==> config.mk <==
export PLATFORM = sky130hd
export DESIGN_NAME = f3m_serial_addsub_flat
export DESIGN_NICKNAME = d
export VERILOG_FILES = /design/src/rtl/f3_pkg.sv /design/src/rtl/f3m_serial_addsub_if.sv /design/src/rtl/f3m_addsub_slice.sv /design/src/rtl/f3m_serial_addsub.sv /design/src/flat_wrapper.sv
export SDC_FILE = /design/constraint.sdc
export NUM_CORES = 1
export LEC_CHECK = 0
export CORE_UTILIZATION = 53
export DETAILED_ROUTE_END_ITERATION = 16
export GPL_TIMING_DRIVEN = 0
export PLACE_DENSITY = 0.8
export SLEW_MARGIN = 20
export SYNTH_ARGS = -nofsm -noshare
export SYNTH_HDL_FRONTEND = slang
export SYNTH_SLANG_ARGS = --single-unit
==> constraint.sdc <==
create_clock -name clk -period 1.88 [get_ports clk]
set_input_delay 0.282 -clock clk [delete_from_list [all_inputs] [get_ports clk]]
set_output_delay 0.282 -clock clk [all_outputs]
set_load 0.03 [all_outputs]
==> src/rtl/f3_pkg.sv <==
// GF(3) digit encoding, default field size and shared helpers for the GF(3^M) blocks.
// Digits are 2-bit {hi,lo}: 00=0, 01=1, 10=2; 11 is never produced and treated as invalid.
package f3_pkg;

    localparam logic [1:0] F3_ZERO = 2'b00;
    localparam logic [1:0] F3_ONE  = 2'b01;
    localparam logic [1:0] F3_TWO  = 2'b10;

    localparam int F3M_M = 97;
    localparam int F3M_W = 2 * F3M_M;

    typedef enum logic {
        ST_IDLE = 1'b0,
        ST_RUN  = 1'b1
    } f3m_state_t;

    // Negation in GF(3) maps 1<->2 and 0->0, which is exactly a swap of the bit pair.
    function automatic logic [1:0] f3_neg(input logic [1:0] d);
        return {d[0], d[1]};
    endfunction

endpackage

==> src/rtl/f3m_serial_addsub_if.sv <==
// Start/busy/done request interface for the digit-serial GF(3^M) add/sub unit.
// The scheduler side is the master; the arithmetic block is the slave.
interface f3m_serial_addsub_if import f3_pkg::*; #(
    parameter int M = F3M_M
);
    logic           start;
    logic           op;
    logic [2*M-1:0] A;
    logic [2*M-1:0] B;
    logic           busy;
    logic           done;
    logic [2*M-1:0] C;

    modport master (output start, output op, output A, output B,
                    input busy, input done, input C);
    modport slave  (input start, input op, input A, input B,
                    output busy, output done, output C);
endinterface

==> src/rtl/f3m_addsub_slice.sv <==
// Combinational bank of D independent GF(3) digit adders; no carries between digits.
// Invalid operand digits (11) produce a zero sum digit.
module f3_digit_add import f3_pkg::*; (
    input  logic [1:0] a,
    input  logic [1:0] b,
    output logic [1:0] s
);
    always_comb begin
        s = F3_ZERO;
        case ({a, b})
            4'b00_00: s = F3_ZERO;
            4'b00_01: s = F3_ONE;
            4'b00_10: s = F3_TWO;
            4'b01_00: s = F3_ONE;
            4'b01_01: s = F3_TWO;
            4'b01_10: s = F3_ZERO;
            4'b10_00: s = F3_TWO;
            4'b10_01: s = F3_ZERO;
            4'b10_10: s = F3_ONE;
            default:  s = F3_ZERO;
        endcase
    end
endmodule

module f3m_addsub_slice #(
    parameter int D = 4
) (
    input  logic [2*D-1:0] a,
    input  logic [2*D-1:0] b,
    output logic [2*D-1:0] s
);
    for (genvar i = 0; i < D; i++) begin : g_cell
        f3_digit_add u_add (
            .a (a[2*i +: 2]),
            .b (b[2*i +: 2]),
            .s (s[2*i +: 2])
        );
    end
endmodule

==> src/rtl/f3m_serial_addsub.sv <==
// Digit-serial GF(3^M) add/sub: C = A + B (op=0) or A - B (op=1), D digits per cycle, N = ceil(M/D) cycles.
// Starts are ignored while busy; done pulses for one cycle and C holds until the next completion.
module f3m_serial_addsub import f3_pkg::*; #(
    parameter int M = F3M_M,
    parameter int D = 4
) (
    input  logic                clk,
    input  logic                reset,
    f3m_serial_addsub_if.slave  io
);
    localparam int N  = (M + D - 1) / D;
    localparam int PW = 2 * D * N;
    localparam int CW = $clog2(N + 1);

    f3m_state_t     state_q, state_d;
    logic [CW-1:0]  cnt_q;
    logic [PW-1:0]  a_sr, b_sr, res_sr;
    logic [PW-1:0]  a_pad, b_pad, sum_ext, res_nxt;
    logic [2*D-1:0] sum;
    logic [2*M-1:0] c_q;
    logic           done_q;
    logic           accept, last;

    // Subtraction is folded into the latch: B digits are negated once on accept.
    always_comb begin
        a_pad = '0;
        b_pad = '0;
        a_pad[2*M-1:0] = io.A;
        for (int i = 0; i < M; i++) begin
            b_pad[2*i +: 2] = io.op ? f3_neg(io.B[2*i +: 2]) : io.B[2*i +: 2];
        end
    end

    f3m_addsub_slice #(.D(D)) u_slice (
        .a (a_sr[2*D-1:0]),
        .b (b_sr[2*D-1:0]),
        .s (sum)
    );

    // New sum digits enter at the top; after N shifts group 0 sits at bit 0.
    always_comb begin
        sum_ext = '0;
        sum_ext[PW-1 -: 2*D] = sum;
        res_nxt = (res_sr >> (2 * D)) | sum_ext;
    end

    always_comb begin
        state_d = state_q;
        accept  = 1'b0;
        last    = 1'b0;
        case (state_q)
            ST_IDLE: begin
                if (io.start) begin
                    state_d = ST_RUN;
                    accept  = 1'b1;
                end
            end
            ST_RUN: begin
                if (cnt_q == CW'(N - 1)) begin
                    state_d = ST_IDLE;
                    last    = 1'b1;
                end
            end
            default: state_d = ST_IDLE;
        endcase
    end

    always_ff @(posedge clk) begin
        if (reset) begin
            state_q <= ST_IDLE;
        end else begin
            state_q <= state_d;
        end
    end

    always_ff @(posedge clk) begin
        if (reset) begin
            cnt_q  <= '0;
            a_sr   <= '0;
            b_sr   <= '0;
            res_sr <= '0;
            c_q    <= '0;
            done_q <= 1'b0;
        end else begin
            done_q <= last;
            if (accept) begin
                a_sr   <= a_pad;
                b_sr   <= b_pad;
                res_sr <= '0;
                cnt_q  <= '0;
            end else if (state_q == ST_RUN) begin
                a_sr   <= a_sr >> (2 * D);
                b_sr   <= b_sr >> (2 * D);
                res_sr <= res_nxt;
                cnt_q  <= last ? '0 : cnt_q + CW'(1);
                if (last) begin
                    c_q <= res_nxt[2*M-1:0];
                end
            end
        end
    end

    assign io.busy = (state_q == ST_RUN);
    assign io.done = done_q;
    assign io.C    = c_q;

endmodule

==> src/flat_wrapper.sv <==
// flat-port wrapper written by rule: the top's interface ports become plain ports
module f3m_serial_addsub_flat import f3_pkg::*;
#(
    parameter int M = F3M_M,
    parameter int D = 4
)
  (clk, reset, io_start, io_op, io_A, io_B, io_busy, io_done, io_C);
  f3m_serial_addsub_if #(.M(M)) io_i ();
  input  logic clk;
  input  logic reset;
  input wire logic [$bits(io_i.start)-1:0] io_start;
  input wire logic [$bits(io_i.op)-1:0] io_op;
  input wire logic [$bits(io_i.A)-1:0] io_A;
  input wire logic [$bits(io_i.B)-1:0] io_B;
  output wire logic [$bits(io_i.busy)-1:0] io_busy;
  output wire logic [$bits(io_i.done)-1:0] io_done;
  output wire logic [$bits(io_i.C)-1:0] io_C;
  assign io_i.start = io_start;
  assign io_i.op = io_op;
  assign io_i.A = io_A;
  assign io_i.B = io_B;
  assign io_busy = io_i.busy;
  assign io_done = io_i.done;
  assign io_C = io_i.C;
  f3m_serial_addsub #(.M(M), .D(D)) u_core (.clk(clk), .reset(reset), .io(io_i));
endmodule
==> flow_metrics.env, run 1 <==
export IMPL_fp_dieH_um=252
export IMPL_outcome="finished clean"
export IMPL_end_kind="output pin"
export IMPL_p_per_area_nw_per_um2=894
export IMPL_wl_um=102000
export IMPL_setup_viol=0
export IMPL_drive_gt1_frac=0.0841
export IMPL_p_total_mw=38.1
export IMPL_path_class="reg -> out"
export IMPL_clk_pin_slew_ns=0.06
export IMPL_clk_latency_ns=0.63
export IMPL_p_comb_frac=0.120
export IMPL_slowest_delay_ns=0.46
export IMPL_ctsHtreeMaxLevel=3
export IMPL_reg2reg_slack_ns=0.12
export IMPL_synthTopCellsByArea="dfxtp_1 48%, mux2i_1 18%, nor2_1 11%"
export IMPL_ant_nets=0
export IMPL_cp_depth=1
export IMPL_gp_congestion=0.932
export IMPL_crit_end="io_C[14]"
export IMPL_port_buffers=585
export IMPL_period_minus_slack_ns=1.80
export IMPL_startpoint="u_core.io.C[14]"
export IMPL_p_leak_nw=18.1
export IMPL_p_int_mw=28.6
export IMPL_post_cts_buffers=0
export IMPL_synth_seq_cells=789
export IMPL_place_ws_ns=-0.828
export IMPL_max_freq_ghz=0.554
export IMPL_cp_num_buf_inv=1
export IMPL_io_pins=588
export IMPL_overflow=0
export IMPL_timing_rr_start="u_core.io.busy"
export IMPL_switchingPower_mw=9.52
export IMPL_numCtsBuffers=81
export IMPL_drt_iter0_drc=1880
export IMPL_cp_max_fo=2
export IMPL_maxSlewHeadroom=0.604
export IMPL_ir_drop_uv=757
export IMPL_wire_per_inst_um=18.7
export IMPL_synth_nets=4247
export IMPL_required_ns=1.60
export IMPL_synthFlopType="dfxtp_1"
export IMPL_rsz0062_at_grt="false"
export IMPL_rows=91
export IMPL_grt_pass1_vias=28408
export IMPL_initial_utilization=0.536
export IMPL_final_cell_mix="935 x nor2_1, 788 x dfxtp_1, 579 x mux2i_1"
export IMPL_synth_area_per_cell_um2=8.57
export IMPL_reg2regPathDepth=7
export IMPL_place_detailed_hpwl_um=74900
export IMPL_synth_top_area_share=0.478
export IMPL_swShare=0.250
export IMPL_worst_path_max_delay_cell="dfxtp_1"
export IMPL_worstPathArrival_ns=1.52
export IMPL_clockBufferDepth=3
export IMPL_final_nets=4915
export IMPL_synth_cell_types=46
export IMPL_tightest_slew_ns=0.595
export IMPL_setup_slack_ns=0.0750
export IMPL_synth_warnings=0
export IMPL_crit_chain="dlygate4sd2_1"
export IMPL_die_area_um2=63300
export IMPL_track_usage=0.311
export IMPL_fin_tns_setup_ns=0
export IMPL_cts_sinks=789
export IMPL_hold_path_class="in -> reg"
export IMPL_timing_rr_end="u_core.res_sr[65]"
export IMPL_tritoncts="yes"
export IMPL_cap_violations=0
export IMPL_synth_area_um2=33000
export IMPL_ys_seq_area_frac=0.478
export IMPL_cts_root_buf="clkbuf_16"
export IMPL_yosysTopAreaCell="dfxtp_1"
export IMPL_crit_family="flip-flops"
export IMPL_netlist_instances=3853
export IMPL_async_reset_ff_frac=0
export IMPL_p_seq_frac=0.466
export IMPL_core_area_um2=61600
export IMPL_antenna_found_initial=28
export IMPL_clkPwrFrac=0.414
export IMPL_synth_edf_count=0
export IMPL_grt_pass1_wl_um=156000
export IMPL_route_detailed_drc=0
export IMPL_area_growth_pct=29.0
export IMPL_fill_cells=5061
export IMPL_cp_start_kind="register"
export IMPL_hold_viol=0
export IMPL_mostFrequentLayoutCell="nor2_1"
export IMPL_first_pass_iters=5
export IMPL_vias_per_cell=5.49
export IMPL_vias=29844
export IMPL_grt_max_degree=15
export IMPL_die_w_um=252
export IMPL_maxSlewViolCount=0
export IMPL_skew_ns=0.0225
export IMPL_finalCritPeriodShare=0.960
## power groups by stage
stage / Combinational (mW) / Clock (mW) / Sequential, mW
detailed placement: 4.42 / 0 / 18.1
floorplan: 2.82 / 0 / 17.9
CTS: 4.52 / 15.9 / 17.7
global route: 4.99 / 16.6 / 17.8
finish: 4.57 / 15.8 / 17.8
global placement: 4.35 / 0 / 18.1
## worst min-delay path by stage
stage / startpoint / to / slack (ns) / depth (start not counted)
floorplan: reset / u_core.a_sr[1] / 0.37 / 1
global placement: u_core.res_sr[8] / u_core.io.C[0] / 0.44 / 2
detailed placement: u_core.res_sr[9] / u_core.io.C[1] / 0.45 / 2
CTS: io_start / u_core.b_sr[1] / 0.18 / 4
global route: io_start / u_core.b_sr[0] / 0.22 / 4
finish: io_start / u_core.b_sr[1] / 0.21 / 4
## cell usage after synthesis, drive strengths merged, types with 2 or more instances
master    n
ha        2
mux2      3
a211oi  189
a21oi   554
o22ai     2
nand2   404
inv       8
dfxtp   789
xnor2     4
buf     179
clkbuf  142
a211o     4
or3b      2
mux2i   581
nor3      7
nor2    935
nand2b    4
nand4     4
and2      3
nand3b    3
o21ai     3
nor2b     7
xor2      4
or2       3
nand3     5
## metal layers
metal | up-vias | global-route usage | share of wire | wire [um]
met4 | 18 | 0.144 | 0.043 | 4400
met5 | - | 0 | 0.0012 | 122
met2 | 1001 | 0.502 | 0.46 | 47100
met3 | 253 | 0.0645 | 0.068 | 6860
met1 | 14136 | 0.399 | 0.42 | 43000
li1 | 14436 | - | - | -
## cell families after synthesis
family,count (synthesis),synth area share
flip-flops,789,0.478
multiplexers,584,0.178
AO/OA/AOI/OAI,761,0.132
XOR/XNOR,8,0.00212
adder cells (fa/ha/maj),2,0.000758
buffers and inverters,329,0.0492
AND/OR/NAND/NOR,1380,0.160
## registers in the layout, summed over array words and instances (netlist names)
name / cells
u_core.b_sr: 194
u_core.u_slice.g_cell.u_add.s: 8
u_core.io.busy: 1
u_core.io.C: 194
u_core.res_sr: 192
u_core.cnt_q: 5
u_core.a_sr: 194
u_core.io.done: 1
## per-stage QoR
stage	hold slack [ns]	util	instances	area (um^2)
floorplan	0.372	-	3853	33000
global placement	0.439	0.648	5275	39900
detailed placement	0.446	0.648	5275	39900
CTS	0.176	0.689	5413	42500
global route	0.219	0.691	5429	42600
finish	0.212	0.691	5432	42600
## final cells by class
class	instances	area, um^2	area share
antenna	19	47.5	0.00112
buffer	321	1870	0.0439
clock buffer	120	2380	0.0560
clock inverter	18	199	0.00467
inverter	8	30.0	0.000705
multi-input combinational	2735	15600	0.366
sequential	789	15800	0.371
tap	837	1050	0.0246
timing repair buffer	585	5610	0.132
## what timing repair did
| item | in CTS | in global routing |
|---|---|---|
| resized for setup | 303 | 63 |
| endpoints found under the setup margin | 901 | 575 |
| cloned | 0 | 0 |
| hold buffers | 0 | 0 |
Power figures use the tool's default switching activity.
==> run 2: changes to the inputs <==
--- a/config.mk
+++ b/config.mk
@@ -5,11 +5,13 @@
 export SDC_FILE = /design/constraint.sdc
 export NUM_CORES = 1
 export LEC_CHECK = 0
-export CORE_UTILIZATION = 53
+export CORE_MARGIN = 3
+export CORE_UTILIZATION = 54
 export DETAILED_ROUTE_END_ITERATION = 16
 export GPL_TIMING_DRIVEN = 0
-export PLACE_DENSITY = 0.8
+export PLACE_DENSITY = 0.81
 export SLEW_MARGIN = 20
 export SYNTH_ARGS = -nofsm -noshare
 export SYNTH_HDL_FRONTEND = slang
+export SYNTH_HIERARCHICAL = 1
 export SYNTH_SLANG_ARGS = --single-unit
==> run 2 against run 1 <==
Hold slack improved by 0.084 ns. Sequential cell count down 8. Worst setup slack improved by 0.012 ns. Sequential share of layout area decreased by 2.2 points. Maximum frequency grew 0.65%. Critical path depth stayed put. Cell count up 0.35%. Clock power grew 3%. Register-to-register slack got worse by 0.02 ns. Via count is 0.86% lower. Die area is 8.0% higher. Clock-buffer cell count shrank 1.
==> flow_metrics.env, run 2 <==
export IMPL_synthFlopType="dfxtp_1"
export IMPL_clk_pin_slew_ns=0.07
export IMPL_rows=93
export IMPL_p_leak_nw=18.0
export IMPL_ant_nets=0
export IMPL_synth_compound_area_frac=0.102
export IMPL_synth_seq_cells=781
export IMPL_ys_seq_area_frac=0.444
export IMPL_maxSlewViolCount=0
export IMPL_area_growth_pct=27.1
export IMPL_wl_um=103000
export IMPL_switchingPower_mw=9.50
export IMPL_slowest_delay_ns=0.55
export IMPL_final_nets=4902
export IMPL_maxSlewHeadroom=0.440
export IMPL_cp_start_kind="register"
export IMPL_swShare=0.247
export IMPL_fp_dieH_um=261
export IMPL_drive_gt1_frac=0.101
export IMPL_gp_congestion=0.915
export IMPL_cp_max_fo=2
export IMPL_p_int_mw=28.9
export IMPL_yosysMostFrequentCell="dfxtp_1"
export IMPL_cap_violations=0
export IMPL_clk_latency_ns=0.63
export IMPL_setup_viol=0
export IMPL_synth_nets=4229
export IMPL_use_met2=0.477
export IMPL_antenna_found_initial=28
export IMPL_numCtsBuffers=83
export IMPL_end_kind="output pin"
export IMPL_synthAdderAreaFrac=0.000710
export IMPL_finalCritPeriodShare=0.954
export IMPL_port_buffers=584
export IMPL_first_pass_iters=6
export IMPL_cts_root_buf="clkbuf_16"
export IMPL_clockBufferDepth=3
export IMPL_stdcell_area_um2=44800
export IMPL_skew_ns=0.0210
export IMPL_synth_area_um2=35200
export IMPL_initial_utilization=0.547
export IMPL_crit_family="buffers and inverters"
export IMPL_p_comb_frac=0.120
export IMPL_vias_per_cell=5.43
export IMPL_synth_simple_area_share=0.178
export IMPL_place_inst=5274
export IMPL_fin_cells=5451
export IMPL_core_area_um2=64500
export IMPL_final_cell_mix="781 x dfxtp_1, 589 x mux2i_1, 559 x nand2_1"
export IMPL_grt_pass1_vias=28512
export IMPL_cp_num_buf_inv=1
export IMPL_path_class="reg -> out"
export IMPL_synth_area_per_cell_um2=9.19
export IMPL_grt_pass1_wl_um=156000
export IMPL_synth_edf_count=0
export IMPL_place_detailed_hpwl_um=77200
export IMPL_vias=29588
export IMPL_overflow=0
export IMPL_synth_common_cells="781 x dfxtp_1, 589 x mux2i_1, 559 x nand2_1"
export IMPL_wire_per_inst_um=18.8
export IMPL_postLayoutCoreUtil=0.695
export IMPL_route_detailed_drc=0
export IMPL_cts_sinks=781
export IMPL_synth_xor_area_frac=0.00199
export IMPL_ir_drop_uv=697
export IMPL_io_pins=588
export IMPL_yosysTopAreaCell="dfxtp_1"
export IMPL_netlist_instances=3835
export IMPL_worstPathArrival_ns=1.51
export IMPL_grt_max_degree=15
export IMPL_met3_usage=0.0539
export IMPL_tightest_slew_ns=0.840
export IMPL_track_usage=0.286
export IMPL_worst_path_max_delay_cell="dlygate4sd2_1"
export IMPL_required_ns=1.60
export IMPL_async_reset_ff_frac=0
export IMPL_crit_chain="dlygate4sd2_1"
export IMPL_ctsHtreeMaxLevel=3
export IMPL_outcome="finished clean"
export IMPL_tritoncts="yes"
export IMPL_max_freq_ghz=0.558
export IMPL_rsz0062_at_grt="true"
export IMPL_die_w_um=261
export IMPL_synth_top_area_share=0.444
export IMPL_synthTopCellsByArea="dfxtp_1 44%, mux2i_1 17%, nand2b_1 6.9%"
export IMPL_period_minus_slack_ns=1.79
export IMPL_hold_viol=0
export IMPL_clkPwrFrac=0.424
export IMPL_place_ws_ns=-0.411
export IMPL_top_usage_layer="met2"
export IMPL_p_per_area_nw_per_um2=857
export IMPL_synth_cell_types=31
export IMPL_setup_slack_ns=0.0867
export IMPL_place_area_um2=42200
export IMPL_p_seq_frac=0.456
export IMPL_synth_warnings=6
export IMPL_hold_path_class="in -> reg"
export IMPL_synth_top_family_by_area="multiplexers"
export IMPL_synth_mux_area_frac=0.227
export IMPL_use_met1=0.365
export IMPL_die_area_um2=68400
export IMPL_drt_iter0_drc=2018
export IMPL_mostFrequentLayoutCell="dfxtp_1"
run 2: cell count changes in the layout (fill, tap and decap cells not counted), sizes merged, moves of 9 or more:
cell / delta
a211o: +182
a211oi: -181
nor2: -538
buf: -12
clkbuf: +15
nand2b: +384
nand2: +155
clkinv: +9
mux2: +183
a21oi: -182
run 2: logic make-up (layout without fill, tap and decap cells):
group | count (synthesis) | in the layout
fa+ha+maj | 2 | 2
flops | 781 | 781
xor+xnor | 8 | 8
simple gates | 1374 | 1374
buf+inv | 324 | 1062
mux | 775 | 775
other cells | 0 | 23
compound gates | 571 | 571
run 2: final timing paths:
path / slack [ns] / cells after the start / end / startpoint
max: 0.09 / 1 / io_C[191] / u_core/io.C[191]
min: 0.30 / 3 / u_core/a_sr[193] / io_A[193]
max reg2reg: 0.10 / 6 / u_core/a_sr[140] / u_core/io.busy
min reg2reg: 0.45 / 2 / u_core/a_sr[71] / u_core/a_sr[79]
run 2: routing by layer:
layer	routed length [um]	up-vias
li1	-	14360
met1	44000	14049
met2	49100	946
met3	6050	213
met4	3460	20
met5	132	-
run 2: power groups by stage:
stage               sequential [mW]  combinational [mW]  clock (mW)
finish                         17.5                4.59        16.3
global route                   17.6                4.98        17.2
CTS                            17.5                4.55        16.5
detailed placement             17.8                4.52           0
global placement               17.8                4.44           0
floorplan                      17.7                2.89           0
run 2: what timing repair did:
action                                  CTS  global route
setup buffers                             3             1
hold buffers                              0             0
endpoints found under the setup margin  629           276
pin swaps                                 1             0
gates resized for setup                 207            17
run 2: worst min-delay path, delay by kind of cell:
family	cells	cell delay, ns
buffers and inverters	1	0.41
muxes	1	0.13
and+or+nand+nor	1	0.05
run 2: layout make-up:
cell class	instances	area, um^2
Clock inverter	31	323
Inverter	3	13.8
Sequential cell	781	15600
Fill cell	5106	19700
Multi-Input combinational cell	2730	17900
Antenna cell	23	57.6
Buffer	321	1700
Timing Repair Buffer	588	5640
Clock buffer	119	2400
Tap cell	855	1070
run 2: per-stage QoR:
stage	total power, mW	setup TNS (ns)	hold WS (ns)
6_report	38.4	0	0.295
5_1_grt	39.7	-0.0130	0.308
4_1_cts	38.6	0	0.272
3_5_place_dp	22.4	-142.79	0.440
3_3_place_gp	22.3	-141.99	0.438
2_1_floorplan	20.6	0	0.429
==> run 3: changes to the inputs <==
--- a/config.mk
+++ b/config.mk
@@ -5,11 +5,12 @@
 export SDC_FILE = /design/constraint.sdc
 export NUM_CORES = 1
 export LEC_CHECK = 0
+export CAP_MARGIN = 20
 export CORE_MARGIN = 3
-export CORE_UTILIZATION = 54
+export CORE_UTILIZATION = 50
 export DETAILED_ROUTE_END_ITERATION = 16
 export GPL_TIMING_DRIVEN = 0
-export PLACE_DENSITY = 0.81
+export PLACE_DENSITY = 0.76
 export SLEW_MARGIN = 20
 export SYNTH_ARGS = -nofsm -noshare
 export SYNTH_HDL_FRONTEND = slang
==> run 3 against run 2 <==
Routed wire length fell by 0.55%. Worst setup slack better by 0.023 ns. Power grew 0.37%. Sequential share of layout area decreased by 0.11 points. Hold slack improved by 0.00070 ns. Via count fell by 1.3%. Sequential power about the same. Die area up 7.8%. Critical path type is now reg -> reg. First-iteration DRC count decreased by 4.2%. Global-route usage down 2.1 points. Largest power group unchanged.
==> flow_metrics.env, run 3 (synthesis gave the netlist of run 2 again) <==
export IMPL_io_pins=588
export IMPL_cp_num_buf_inv=4
export IMPL_wl_um=102000
export IMPL_place_area_um2=42200
export IMPL_maxSlewHeadroom=0.490
export IMPL_startpoint="u_core/cnt_q[0]"
export IMPL_switchingPower_mw=9.35
export IMPL_place_ws_ns=-0.405
export IMPL_overflow=0
export IMPL_slowest_delay_ns=0.35
export IMPL_fin_tns_setup_ns=0
export IMPL_postLayoutCoreUtil=0.649
export IMPL_track_usage=0.265
export IMPL_p_leak_nw=18.0
export IMPL_core_area_um2=69200
export IMPL_ant_nets=0
export IMPL_end_kind="register"
export IMPL_swShare=0.243
export IMPL_crit_chain="inv_1, ha_1, nand4b_1, nor2_4, buf_12, buf_4, buf_6, mux2i_1"
export IMPL_fin_cells=5534
export IMPL_final_cell_mix="781 x dfxtp_1, 589 x mux2i_1, 559 x nand2_1"
export IMPL_period_minus_slack_ns=1.77
export IMPL_hold_path_class="in -> reg"
export IMPL_p_total_mw=38.5
export IMPL_max_freq_ghz=0.565
export IMPL_vias_per_cell=5.28
export IMPL_cap_violations=0
export IMPL_grt_max_degree=15
export IMPL_setup_slack_ns=0.110
export IMPL_initial_utilization=0.509
export IMPL_fp_dieH_um=271
export IMPL_timing_rr_start="u_core/cnt_q[0]"
export IMPL_drive_gt1_frac=0.101
export IMPL_p_per_area_nw_per_um2=857
export IMPL_maxSlewViolCount=0
export IMPL_fill_cells=5830
export IMPL_hp_start="io_A[187]"
export IMPL_area_growth_pct=27.5
export IMPL_ctsHtreeMaxLevel=3
export IMPL_drt_iter0_drc=1934
export IMPL_gp_congestion=0.868
export IMPL_clk_pin_slew_ns=0.06
export IMPL_required_ns=2.42
export IMPL_worstPathArrival_ns=2.31
export IMPL_stdcell_area_um2=44900
export IMPL_clkPwrFrac=0.427
export IMPL_path_class="reg -> reg"
export IMPL_vias=29201
export IMPL_p_comb_frac=0.119
export IMPL_worst_path_max_delay_cell="dfxtp_1"
export IMPL_grt_pass1_vias=28235
export IMPL_place_inst=5350
export IMPL_mostFrequentLayoutCell="dfxtp_1"
export IMPL_p_seq_frac=0.454
export IMPL_outcome="finished clean"
export IMPL_die_w_um=271
export IMPL_cts_root_buf="clkbuf_16"
export IMPL_wire_per_inst_um=18.5
export IMPL_route_detailed_drc=0
export IMPL_crit_family="buffers and inverters"
export IMPL_die_area_um2=73700
export IMPL_finalCritPeriodShare=0.941
export IMPL_first_pass_iters=6
export IMPL_hold_viol=0
export IMPL_setup_viol=0
export IMPL_antenna_found_initial=34
export IMPL_skew_ns=0.0295
export IMPL_p_int_mw=29.2
export IMPL_final_nets=4901
export IMPL_rsz0062_at_grt="false"
export IMPL_clockBufferDepth=3
export IMPL_rows=96
export IMPL_grt_pass1_wl_um=157000
export IMPL_tritoncts="yes"
export IMPL_clk_latency_ns=0.63
export IMPL_cp_max_fo=10
export IMPL_whs_ns=0.296
export IMPL_numCtsBuffers=82
export IMPL_cp_start_kind="register"
export IMPL_cts_sinks=781
export IMPL_port_buffers=584
export IMPL_ir_drop_uv=569
export IMPL_place_detailed_hpwl_um=77700
export IMPL_tightest_slew_ns=0.765
## run 3: final timing paths
check / endpoint / slack, ns / depth (start not counted)
max: u_core/io.C[190] / 0.11 / 8
max reg2reg: u_core/io.C[190] / 0.11 / 8
min: u_core/a_sr[187] / 0.30 / 3
min reg2reg: u_core/a_sr[124] / 0.45 / 2
## run 3: per-layer routing
metal | global-route usage | vias to the layer above | wire [um] | share of wire
met5 | 0 | - | 48 | 0.00047
met4 | 0.0987 | 8 | 3110 | 0.030
met3 | 0.0423 | 174 | 5380 | 0.053
met2 | 0.444 | 791 | 49300 | 0.48
met1 | 0.344 | 13839 | 44400 | 0.43
li1 | - | 14389 | - | -
## run 3: worst min-delay path, delay by kind of cell
| family | cells | cell delay [ns] |
|---|---|---|
| buf+inv | 1 | 0.46 |
| mux | 1 | 0.06 |
| simple gates | 1 | 0.08 |
## run 3: repair_timing
item                                    CTS  global route
hold buffers                              0             0
hold endpoints to repair                  0             0
endpoints found under the setup margin  655           351
gates resized for setup                 205            26
setup buffers                             3             1
pin swaps                                 1             0
## run 3: cell type report
type                       count  area (um^2)  share of cell area
timing repair buffer         588         5640               0.126
multi-input combinational   2730        17900               0.399
tap                          931         1160              0.0259
clock buffer                 122         2390              0.0533
inverter                       3         13.8            0.000306
buffer                       321         1710              0.0380
antenna                       31         77.6             0.00173
sequential                   781        15600               0.348
clock inverter                27          353             0.00785
## run 3: power by group through the flow
stage | clock, mW | combinational, mW | sequential (mW)
after floorplan | 0 | 2.89 | 17.7
after global placement | 0 | 4.46 | 17.8
after detailed placement | 0 | 4.52 | 17.8
after CTS | 16.7 | 4.55 | 17.5
after global routing | 17.4 | 4.97 | 17.6
final | 16.4 | 4.58 | 17.5
